`config.mk`:
```
export PLATFORM = sky130hd
export DESIGN_NAME = chaos_tracker_flat
export DESIGN_NICKNAME = d
export VERILOG_FILES = /design/src/rtl/chaos_pkg.sv /design/src/rtl/chaos_tracker_if.sv /design/src/rtl/chaos_queue_slot.sv /design/src/rtl/chaos_tracker.sv /design/src/flat_wrapper.sv
export SDC_FILE = /design/constraint.sdc
export NUM_CORES = 1
export LEC_CHECK = 0
export ABC_AREA = 0
export CORE_ASPECT_RATIO = 1.1
export CORE_MARGIN = 3
export CORE_UTILIZATION = 55
export DETAILED_ROUTE_END_ITERATION = 8
export GPL_TIMING_DRIVEN = 0
export PLACE_DENSITY = 0.83
export SYNTH_ARGS = -nofsm -noshare
export SYNTH_HDL_FRONTEND = slang
export SYNTH_SLANG_ARGS = --single-unit
```
`constraint.sdc`:
```
create_clock -name clk -period 2.7 [get_ports clk]
set_clock_uncertainty 0.2 [all_clocks]
set_input_delay 0.54 -clock clk [delete_from_list [all_inputs] [get_ports clk]]
set_output_delay 0.54 -clock clk [all_outputs]
set_load 0.05 [all_outputs]
```
`src/rtl/chaos_pkg.sv`:
```
// Shared types and constants for the chaos_tracker slice: opcodes, slot states, widths.
package chaos_pkg;

    localparam int NUM_QUEUES = 4;
    localparam int QID_W      = $clog2(NUM_QUEUES);
    localparam int LAT_W      = 16;
    localparam int TAG_W      = 16;
    localparam int OPC_W      = 4;
    localparam int REJ_W      = 8;

    typedef enum logic [OPC_W-1:0] {
        OP_NOP      = 4'd0,
        OP_STALL    = 4'd1,
        OP_DROP_REQ = 4'd2,
        OP_CORRUPT  = 4'd3
    } opcode_e;

    typedef enum logic [1:0] {
        ST_IDLE    = 2'd0,
        ST_PENDING = 2'd1,
        ST_DONE    = 2'd2
    } slot_state_e;

    // Reserved opcodes 4..15 behave exactly like NOP.
    function automatic logic is_chaos_cmd(input logic [OPC_W-1:0] op);
        return (op == OP_STALL) || (op == OP_DROP_REQ) || (op == OP_CORRUPT);
    endfunction

endpackage

```
`src/rtl/chaos_tracker_if.sv`:
```
// Command/ack bus from mercer_engine and report stream towards scoreboard.
interface chaos_tracker_if;
    import chaos_pkg::*;

    logic [OPC_W-1:0]      interference_opcode;
    logic [QID_W-1:0]      target_queue_id;
    logic [TAG_W-1:0]      injected_tag;
    logic [NUM_QUEUES-1:0] queue_ack;
    logic [TAG_W-1:0]      ack_tag;
    logic                  chaos_event;
    logic                  stall_trigger;
    logic                  chaos_recovered;
    logic                  drop_trigger;
    logic [LAT_W-1:0]      return_latency;
    logic [REJ_W-1:0]      rejected_count;

    modport master (
        output interference_opcode, target_queue_id, injected_tag, queue_ack, ack_tag,
        input  chaos_event, stall_trigger, chaos_recovered, drop_trigger,
               return_latency, rejected_count
    );

    modport slave (
        input  interference_opcode, target_queue_id, injected_tag, queue_ack, ack_tag,
        output chaos_event, stall_trigger, chaos_recovered, drop_trigger,
               return_latency, rejected_count
    );

endinterface

```
`src/rtl/chaos_queue_slot.sv`:
```
// One outstanding chaos event: IDLE/PENDING/DONE FSM, age counter, stored tag, latched result.
module chaos_queue_slot
    import chaos_pkg::*;
#(
    parameter int TIMEOUT = 256
) (
    input  logic              clk,
    input  logic              rst,
    input  logic              accept,
    input  logic [TAG_W-1:0]  cmd_tag,
    input  logic              ack,
    input  logic [TAG_W-1:0]  ack_tag,
    input  logic              release_en,
    output slot_state_e       state,
    output logic [LAT_W-1:0]  latency,
    output logic              dropped
);

    localparam logic [LAT_W-1:0] TIMEOUT_L = LAT_W'(TIMEOUT);

    slot_state_e      state_q, state_d;
    logic [LAT_W-1:0] age_q, age_d;
    logic [TAG_W-1:0] tag_q, tag_d;
    logic [LAT_W-1:0] lat_q, lat_d;
    logic             drop_q, drop_d;
    logic             ack_hit;

    assign ack_hit = ack && (ack_tag == tag_q);

    // NOTE: state registers use non-blocking assignments so every flop samples pre-edge values.
    always_ff @(posedge clk) begin
        if (rst) begin
            state_q <= ST_IDLE;
            age_q   <= '0;
            tag_q   <= '0;
            lat_q   <= '0;
            drop_q  <= 1'b0;
        end else begin
            state_q <= state_d;
            age_q   <= age_d;
            tag_q   <= tag_d;
            lat_q   <= lat_d;
            drop_q  <= drop_d;
        end
    end

    // NOTE: every output of this block gets a default first, so no path can infer a latch.
    always_comb begin
        state_d = state_q;
        age_d   = age_q;
        tag_d   = tag_q;
        lat_d   = lat_q;
        drop_d  = drop_q;
        unique case (state_q)
            ST_IDLE: begin
                if (accept) begin
                    state_d = ST_PENDING;
                    tag_d   = cmd_tag;
                    age_d   = LAT_W'(1);
                end
            end
            ST_PENDING: begin
                // A matching ack beats a timeout landing on the same edge.
                if (ack_hit) begin
                    state_d = ST_DONE;
                    lat_d   = age_q;
                    drop_d  = 1'b0;
                end else if (age_q == TIMEOUT_L) begin
                    state_d = ST_DONE;
                    lat_d   = TIMEOUT_L;
                    drop_d  = 1'b1;
                end else begin
                    age_d = age_q + LAT_W'(1);
                end
            end
            ST_DONE: begin
                if (release_en) state_d = ST_IDLE;
            end
            default: state_d = ST_IDLE;
        endcase
    end

    assign state   = state_q;
    assign latency = lat_q;
    assign dropped = drop_q;

endmodule

```
`src/rtl/chaos_tracker.sv`:
```
// Tracks one chaos event per valet queue and serialises recoveries/timeouts for scoreboard.
// Optional feature: define CHAOS_TRACKER_REJECT_CNT_EN to enable the rejected-command counter.
module chaos_tracker
    import chaos_pkg::*;
#(
    parameter int TIMEOUT = 256
) (
    input  logic            clk,
    input  logic            rst,
    chaos_tracker_if.slave  bus
);

    slot_state_e           slot_state [NUM_QUEUES];
    logic [LAT_W-1:0]      slot_lat   [NUM_QUEUES];
    logic [NUM_QUEUES-1:0] slot_drop;
    logic [NUM_QUEUES-1:0] accept;
    logic [NUM_QUEUES-1:0] release_vec;
    logic                  cmd_valid;
    logic                  target_idle;
    logic                  rpt_valid;
    logic [QID_W-1:0]      rpt_sel;

    logic                  event_q, stall_q, recovered_q, drop_q;
    logic [LAT_W-1:0]      latency_q;

    // A PENDING or DONE target (including one being released this cycle) refuses the command.
    assign cmd_valid   = is_chaos_cmd(bus.interference_opcode);
    assign target_idle = (slot_state[bus.target_queue_id] == ST_IDLE);

    always_comb begin
        accept = '0;
        accept[bus.target_queue_id] = cmd_valid && target_idle;
    end

    for (genvar i = 0; i < NUM_QUEUES; i++) begin : g_slot
        chaos_queue_slot #(.TIMEOUT(TIMEOUT)) u_slot (
            .clk        (clk),
            .rst        (rst),
            .accept     (accept[i]),
            .cmd_tag    (bus.injected_tag),
            .ack        (bus.queue_ack[i]),
            .ack_tag    (bus.ack_tag),
            .release_en (release_vec[i]),
            .state      (slot_state[i]),
            .latency    (slot_lat[i]),
            .dropped    (slot_drop[i])
        );
    end

    // Fixed priority: scanning downwards leaves the lowest-index DONE slot selected.
    always_comb begin
        rpt_valid   = 1'b0;
        rpt_sel     = '0;
        release_vec = '0;
        for (int i = NUM_QUEUES - 1; i >= 0; i--) begin
            if (slot_state[i] == ST_DONE) begin
                rpt_valid = 1'b1;
                rpt_sel   = QID_W'(i);
            end
        end
        release_vec[rpt_sel] = rpt_valid;
    end

    always_ff @(posedge clk) begin
        if (rst) begin
            event_q     <= 1'b0;
            stall_q     <= 1'b0;
            recovered_q <= 1'b0;
            drop_q      <= 1'b0;
            latency_q   <= '0;
        end else begin
            event_q     <= cmd_valid && target_idle;
            stall_q     <= cmd_valid && target_idle && (bus.interference_opcode == OP_STALL);
            recovered_q <= rpt_valid && !slot_drop[rpt_sel];
            drop_q      <= rpt_valid && slot_drop[rpt_sel];
            if (rpt_valid) latency_q <= slot_lat[rpt_sel];
        end
    end

    assign bus.chaos_event     = event_q;
    assign bus.stall_trigger   = stall_q;
    assign bus.chaos_recovered = recovered_q;
    assign bus.drop_trigger    = drop_q;
    assign bus.return_latency  = latency_q;

`ifdef CHAOS_TRACKER_REJECT_CNT_EN
    logic [REJ_W-1:0] rej_q;

    always_ff @(posedge clk) begin
        if (rst) begin
            rej_q <= '0;
        end else if (cmd_valid && !target_idle && (rej_q != {REJ_W{1'b1}})) begin
            rej_q <= rej_q + REJ_W'(1);
        end
    end

    assign bus.rejected_count = rej_q;
`else
    assign bus.rejected_count = '0;
`endif

endmodule

```
`src/flat_wrapper.sv`:
```
// flat-port wrapper written by rule: the top's interface ports become plain ports
module chaos_tracker_flat import chaos_pkg::*;
#(
    parameter int TIMEOUT = 256
)
  (clk, rst, bus_interference_opcode, bus_target_queue_id, bus_injected_tag, bus_queue_ack, bus_ack_tag, bus_chaos_event, bus_stall_trigger, bus_chaos_recovered, bus_drop_trigger, bus_return_latency, bus_rejected_count);
  chaos_tracker_if bus_i ();
  input  logic clk;
  input  logic rst;
  input wire logic [$bits(bus_i.interference_opcode)-1:0] bus_interference_opcode;
  input wire logic [$bits(bus_i.target_queue_id)-1:0] bus_target_queue_id;
  input wire logic [$bits(bus_i.injected_tag)-1:0] bus_injected_tag;
  input wire logic [$bits(bus_i.queue_ack)-1:0] bus_queue_ack;
  input wire logic [$bits(bus_i.ack_tag)-1:0] bus_ack_tag;
  output wire logic [$bits(bus_i.chaos_event)-1:0] bus_chaos_event;
  output wire logic [$bits(bus_i.stall_trigger)-1:0] bus_stall_trigger;
  output wire logic [$bits(bus_i.chaos_recovered)-1:0] bus_chaos_recovered;
  output wire logic [$bits(bus_i.drop_trigger)-1:0] bus_drop_trigger;
  output wire logic [$bits(bus_i.return_latency)-1:0] bus_return_latency;
  output wire logic [$bits(bus_i.rejected_count)-1:0] bus_rejected_count;
  assign bus_i.interference_opcode = bus_interference_opcode;
  assign bus_i.target_queue_id = bus_target_queue_id;
  assign bus_i.injected_tag = bus_injected_tag;
  assign bus_i.queue_ack = bus_queue_ack;
  assign bus_i.ack_tag = bus_ack_tag;
  assign bus_chaos_event = bus_i.chaos_event;
  assign bus_stall_trigger = bus_i.stall_trigger;
  assign bus_chaos_recovered = bus_i.chaos_recovered;
  assign bus_drop_trigger = bus_i.drop_trigger;
  assign bus_return_latency = bus_i.return_latency;
  assign bus_rejected_count = bus_i.rejected_count;
  chaos_tracker #(.TIMEOUT(TIMEOUT)) u_core (.clk(clk), .rst(rst), .bus(bus_i));
endmodule
```
After elaboration in Yosys (flattened, before gate mapping)
Index checks and enable logic that the tools add are counted.
{ "word_totals": {"ff_bits": 224, "inputBits": 44, "out_inout_bits": 28, "elab_cells": 192} }
{ "classes": {"addsub": 4, "order_cmp": 6, "n_eq_ne": 39, "muxes": 72, "n_bitwise": 4, "n_reduce_logical": 42} }
{ "op_table": {"columns": ["cell", "n"], "rows": [
  ["$mux 16", 22],
  ["$pmux 16 s2", 4],
  ["$add 16x1->16 const B", 4],
  ["$eq 16x16->1", 4],
  ["$eq 16x9->1 const B", 4],
  ["$mux 2", 22],
  ["$bmux 16 s2", 1],
  ["$pmux 2 s3", 4],
  ["$ne 2x1->1 const B", 8],
  ["$ne 2x2->1 const B", 8],
  ["$reduce_and 2->1", 8],
  ["$reduce_and 4->1", 4],
  ["$reduce_bool 2->1", 8],
  ["$mux 1", 15],
  ["$ne 3x3->1 const B", 4],
  ["$reduce_and 3->1", 4],
  ["$logic_and 1x1->1", 10],
  ["$logic_not 2->1", 5],
  ["$and 4x4->4", 2],
  ["$eq 2x1->1 const B", 4],
  ["$eq 2x2->1 const B", 4],
  ["$eq 4x2->1 const B", 2],
  ["$ge 3x3->1 const B", 2],
  ["$lt 2x3->1 const B", 2],
  ["other kinds (8)", 12]
]} }

Longest topological paths before layout
{ "logic_depth": {"word_depth": 12, "mapped_depth": 9, "depth_no_buf": 8} }

Hierarchy
A second synthesis with hierarchy kept.
{ "unflattened": {"cells_unflattened": 1315, "area_unflattened_um2": 11229.5} }
{ "by_module_without_submodules": {"columns": ["module", "instances", "cells_each", "area_each_um2"], "rows": [
  ["chaos_queue_slot", 4, 273, 2384.8],
  ["chaos_tracker", 1, 223, 1690.4]
]} }

Least setup slack after synthesis
No wires, ideal clock.
{ "synth_timing": {"kind": "input port to flip-flop", "startpoint": "input bus_ack_tag[2]", "endpoint": "register u_core.g_slot[3].u_slot.age_q[15]", "setup_time_ns": 0.067, "arrival_ns": 2.234, "t_required_ns": 2.433, "slack_ns": 0.199, "cell_stages": 7, "path_cell_list": "buf_6 -> xor2_1 -> or4_4 -> or4_4 -> buf_6 -> a31o_1 -> a21oi_2"} }
{ "synth_between": {"elab_chain_cells": 4} }
{ "synth_rtl": {"columns": ["element", "line_no", "rtl"], "rows": [
  ["start: declaration", "flat_wrapper.sv:14", "input wire logic [$bits(bus_i.ack_tag)-1:0] bus_ack_tag;"],
  ["$eq 16x16->1", "chaos_queue_slot.sv:28", "assign ack_hit = ack && (ack_tag == tag_q);"],
  ["$logic_and 1x1->1", "chaos_queue_slot.sv:28", null],
  ["$ne 2x2->1 (no source line)", null, null],
  ["$reduce_and 4->1 (no source line)", null, null],
  ["end signal: assignment", "chaos_queue_slot.sv:40", "age_q <= age_d;"],
  ["end: declaration", "chaos_queue_slot.sv:22", "logic [LAT_W-1:0] age_q, age_d;"]
]} }
Every way passes these cells.
A chain may end at the register's enable or synchronous reset.

Worst setup path after layout
{ "layout_timing": {"startpoint": "input bus_ack_tag[7]", "endpoint": "register u_core.g_slot[3].u_slot.age_q[14]"} }
The elaborated chain is that of the path after synthesis.

==> run summary <==
TIMING
------------------------------------------------------------------------------------------
Total negative slack for setup checks                                            -0.258 ns
Final worst path period share                                                         102%
Actual slew at the worst max-slew pin                                              1.01 ns
Headroom to the max-slew limit                                                       31.1%
Time the worst path needs with I/O delays and setup                                2.75 ns
F_max                                                                            0.363 GHz
Smallest setup slack after layout                                               -0.0511 ns
Unrepaired setup endpoints after global routing                                       true
Number of failing setup endpoints in the final timing report                            10
Max-slew violations                                                                      0
Endpoints failing hold                                                                   0

CLOCK TREE
------------------------------------------------------------------------------------------
Clock tree from TritonCTS                                                             done
Root buffer cell                                                              sky130_fd_sc_hd__clkbuf_16
Worst skew pair latency                                                            0.51 ns
Clock edge transition at the registers on the reported setup and hold paths        0.06 ns
Clock sinks                                                                            224
Total clock buffers created by CTS                                                      23
CTS max path bufs                                                                        3
Clock H-tree levels                                                                      1

YOSYS
------------------------------------------------------------------------------------------
Post-synth top area cell                                                      sky130_fd_sc_hd__dfxtp_1
Primary flip-flop cell chosen by synthesis mapping                            sky130_fd_sc_hd__dfxtp_1
Dominant cells by area after synthesis                                        sky130_fd_sc_hd__dfxtp_1, sky130_fd_sc_hd__nand2_1, sky130_fd_sc_hd__mux2i_1
Number of distinct library cells after synthesis                                        67
Share of the synthesized area in the top cell type                                   41.5%
Share of synthesized flip-flops with an asynchronous set or reset                       0%
Total standard cell area after synthesis                                        10,800 µm²
Synthesized area per cell                                                         8.29 µm²
Share of the yosys chip area belonging to registers                                  41.5%
Post-synth EDFFs                                                                         0
Most common library cells after synthesis                                     sky130_fd_sc_hd__dfxtp_1, sky130_fd_sc_hd__nand2_1, sky130_fd_sc_hd__nor2_1
Syn Inst Count                                                                       1,304
Synthesis-stage register bit count                                                     224
Most common cell in the netlist                                               sky130_fd_sc_hd__dfxtp_1
Syn. warnings                                                                            0

DRT
------------------------------------------------------------------------------------------
Detail Route met3 WL                                                               2880 µm
Number of vias per cell after detailed routing                                        6.36
Total routed wirelength                                                          34,000 µm
First-pass detailed-route iteration total                                                6
Routed length per placed instance                                                  20.5 µm
Routed Antenna Nets                                                                      0
Total number of vias                                                                 10.6k
Wire length on met2                                                              16,300 µm
# DRC                                                                                    0
Met1 wire length                                                                 13,300 µm
Iter 0 DRT Violations                                                                1,098
Top routing layer in use                                                              met4

SETUP PATH
------------------------------------------------------------------------------------------
Worst Path Class, Setup                                                       primary input to flip-flop
Crit path required time                                                            2.93 ns
Type of destination of the critical path                                         flip-flop
Nature of the critical path startpoint                                        primary input
Arrival @ worst endpoint                                                           2.98 ns
Crit path max fanout                                                                    10
Number of cells traversed by the worst register-to-register path                         8

GLOBAL ROUTING
------------------------------------------------------------------------------------------
Maximum number of pins on one net before global-route repair                            15
Wire length of the first global-routing pass                                     53,100 µm
Antenna violations before repair                                                         0
Global router's overall resource usage                                               30.4%
Number of global-route vias before repair                                            9,997
Total congestion overflow after global routing                                           0

PWR
------------------------------------------------------------------------------------------
Total power consumption of the routed design                                     0.00725 W
IR drop worst, VDD                                                                0.504 mV
P_leak                                                                             4.85 nW
Power Dens Cells                                                                571 nW/µm²

LAYOUT
------------------------------------------------------------------------------------------
NumNets Final                                                                        1,448
Fraction of final layout cells with drive strength greater than 1                    9.42%
ANT cells                                                                                0
Layout Area Growth over Synthesis                                                    17.3%

FLOORPLAN
------------------------------------------------------------------------------------------
Die Area                                                                        21,400 µm²
Die H                                                                               153 µm
Site row count                                                                          53
IO Count                                                                                72
Floorplan die width                                                                 140 µm
Core box area                                                                   19,200 µm²
Initial core utilization                                                             56.2%

PLACE
------------------------------------------------------------------------------------------
Count of input and output buffers                                                       55
Post-detail-place hpwl                                                           24,100 µm
Final weighted congestion in routability-driven placement                            0.978

RUN STATUS
------------------------------------------------------------------------------------------
Run status                                                                    finished with violations
Failing checks                                                                setup timing

HOLD PATH
------------------------------------------------------------------------------------------
Classification of the worst-slack hold path                                   flip-flop to flip-flop
Hold-critical path depth                                                                 2

RUN
------------------------------------------------------------------------------------------
Max-cap viol count                                                                       0

[cell usage in the layout (no fill, tap or decap), types with 22 or more instances in the layout]
master,n
sky130_fd_sc_hd__a21oi_1,100
sky130_fd_sc_hd__clkbuf_1,67
sky130_fd_sc_hd__clkbuf_16,23
sky130_fd_sc_hd__clkdlybuf4s50_1,50
sky130_fd_sc_hd__dfxtp_1,223
sky130_fd_sc_hd__mux2i_1,51
sky130_fd_sc_hd__nand2_1,172
sky130_fd_sc_hd__nand3_1,78
sky130_fd_sc_hd__nand4_1,22
sky130_fd_sc_hd__nor2_1,112
sky130_fd_sc_hd__nor3_1,23
sky130_fd_sc_hd__o21ai_0,55
sky130_fd_sc_hd__xnor2_1,34
sky130_fd_sc_hd__xor2_1,28
[per-layer routing]
layer	track usage (%)	vias up
li1	-	4847
met1	38.4	5039
met2	51.8	559
met3	4.66	106
met4	13.0	0
met5	0	-
[worst max-delay path: stages]
cell and delay [ns]:
sky130_fd_sc_hd__clkdlybuf4s50_1 0.60, sky130_fd_sc_hd__xor2_1 0.25, sky130_fd_sc_hd__nor4_1 0.39, sky130_fd_sc_hd__nand4_1 0.21
sky130_fd_sc_hd__o21ai_2 0.39, sky130_fd_sc_hd__clkbuf_2 0.33, sky130_fd_sc_hd__o21ai_0 0.13, sky130_fd_sc_hd__a21oi_1 0.13
[flip-flops by register name, indices dropped and copies added, names as in the netlist]
| name | cells |
|---|---|
| u_core.bus.drop_trigger | 1 |
| u_core.bus.chaos_recovered | 1 |
| u_core.g_slot.u_slot.dropped | 4 |
| u_core.bus.chaos_event | 1 |
| u_core.g_slot.u_slot.latency | 64 |
| u_core.bus.stall_trigger | 1 |
| u_core.bus.return_latency | 16 |
| u_core.g_slot.u_slot.tag_q | 64 |
| u_core.g_slot.u_slot.state | 8 |
| u_core.g_slot.u_slot.age_q | 64 |
[path summary, 6_finish.rpt]
kind         slack, ns                                 to                        startpoint
max              -0.05  u_core.g_slot[3].u_slot.age_q[14]                    bus_ack_tag[7]
min               0.27   u_core.g_slot[0].u_slot.tag_q[8]  u_core.g_slot[0].u_slot.tag_q[8]
max reg2reg       0.08  u_core.g_slot[1].u_slot.age_q[11]  u_core.g_slot[1].u_slot.state[0]
min reg2reg       0.27   u_core.g_slot[0].u_slot.tag_q[8]  u_core.g_slot[0].u_slot.tag_q[8]
[cell families after synthesis]
logic type,count (synthesis),share of synthesized area (%)
XOR/XNOR,65,5.26
AO/OA/AOI/OAI,300,18.3
flip-flops,224,41.5
AND/OR/NAND/NOR,533,24.4
multiplexers,52,4.82
other,1,0.0347
buffers and inverters,121,4.73
adder cells (fa/ha/maj),8,0.926
[power by group]
group / internal (W) / switching [W]
clock: 0.00205 / 0.00135
combinational: 0.000168 / 0.000333
sequential: 0.00333 / 0.0000202
total: 0.00555 / 0.00170
[area by class of cell]
type,count,area (µm²)
Fill cell,1605,6540
Multi-Input combinational cell,966,5960
Sequential cell,224,4490
Clock buffer,29,638
Timing Repair Buffer,61,604
Buffer,104,467
Tap cell,247,309
Clock inverter,12,168
Inverter,16,60.1
[timing repair]
item                                    4_1_cts  5_1_grt
endpoints found under the setup margin       85      107
setup buffers                                 5        1
pin swaps                                     4        2
hold buffers                                  0        0
resized for setup                            19       33
[per-stage QoR]
step | utilization [%] | cell area [µm²] | hold slack, ns | std cells | setup slack [ns]
floorplan | - | 10800 | 0.237 | 1311 | 0.199
global placement | 60.8 | 11700 | 0.254 | 1613 | -0.965
detailed placement | 60.8 | 11700 | 0.258 | 1613 | -0.993
CTS | 65.4 | 12600 | 0.266 | 1658 | 0.00851
global route | 66.0 | 12700 | 0.289 | 1659 | -0.0661
finish | 66.0 | 12700 | 0.268 | 1659 | -0.0511
(Power assumes the default switching activity.)
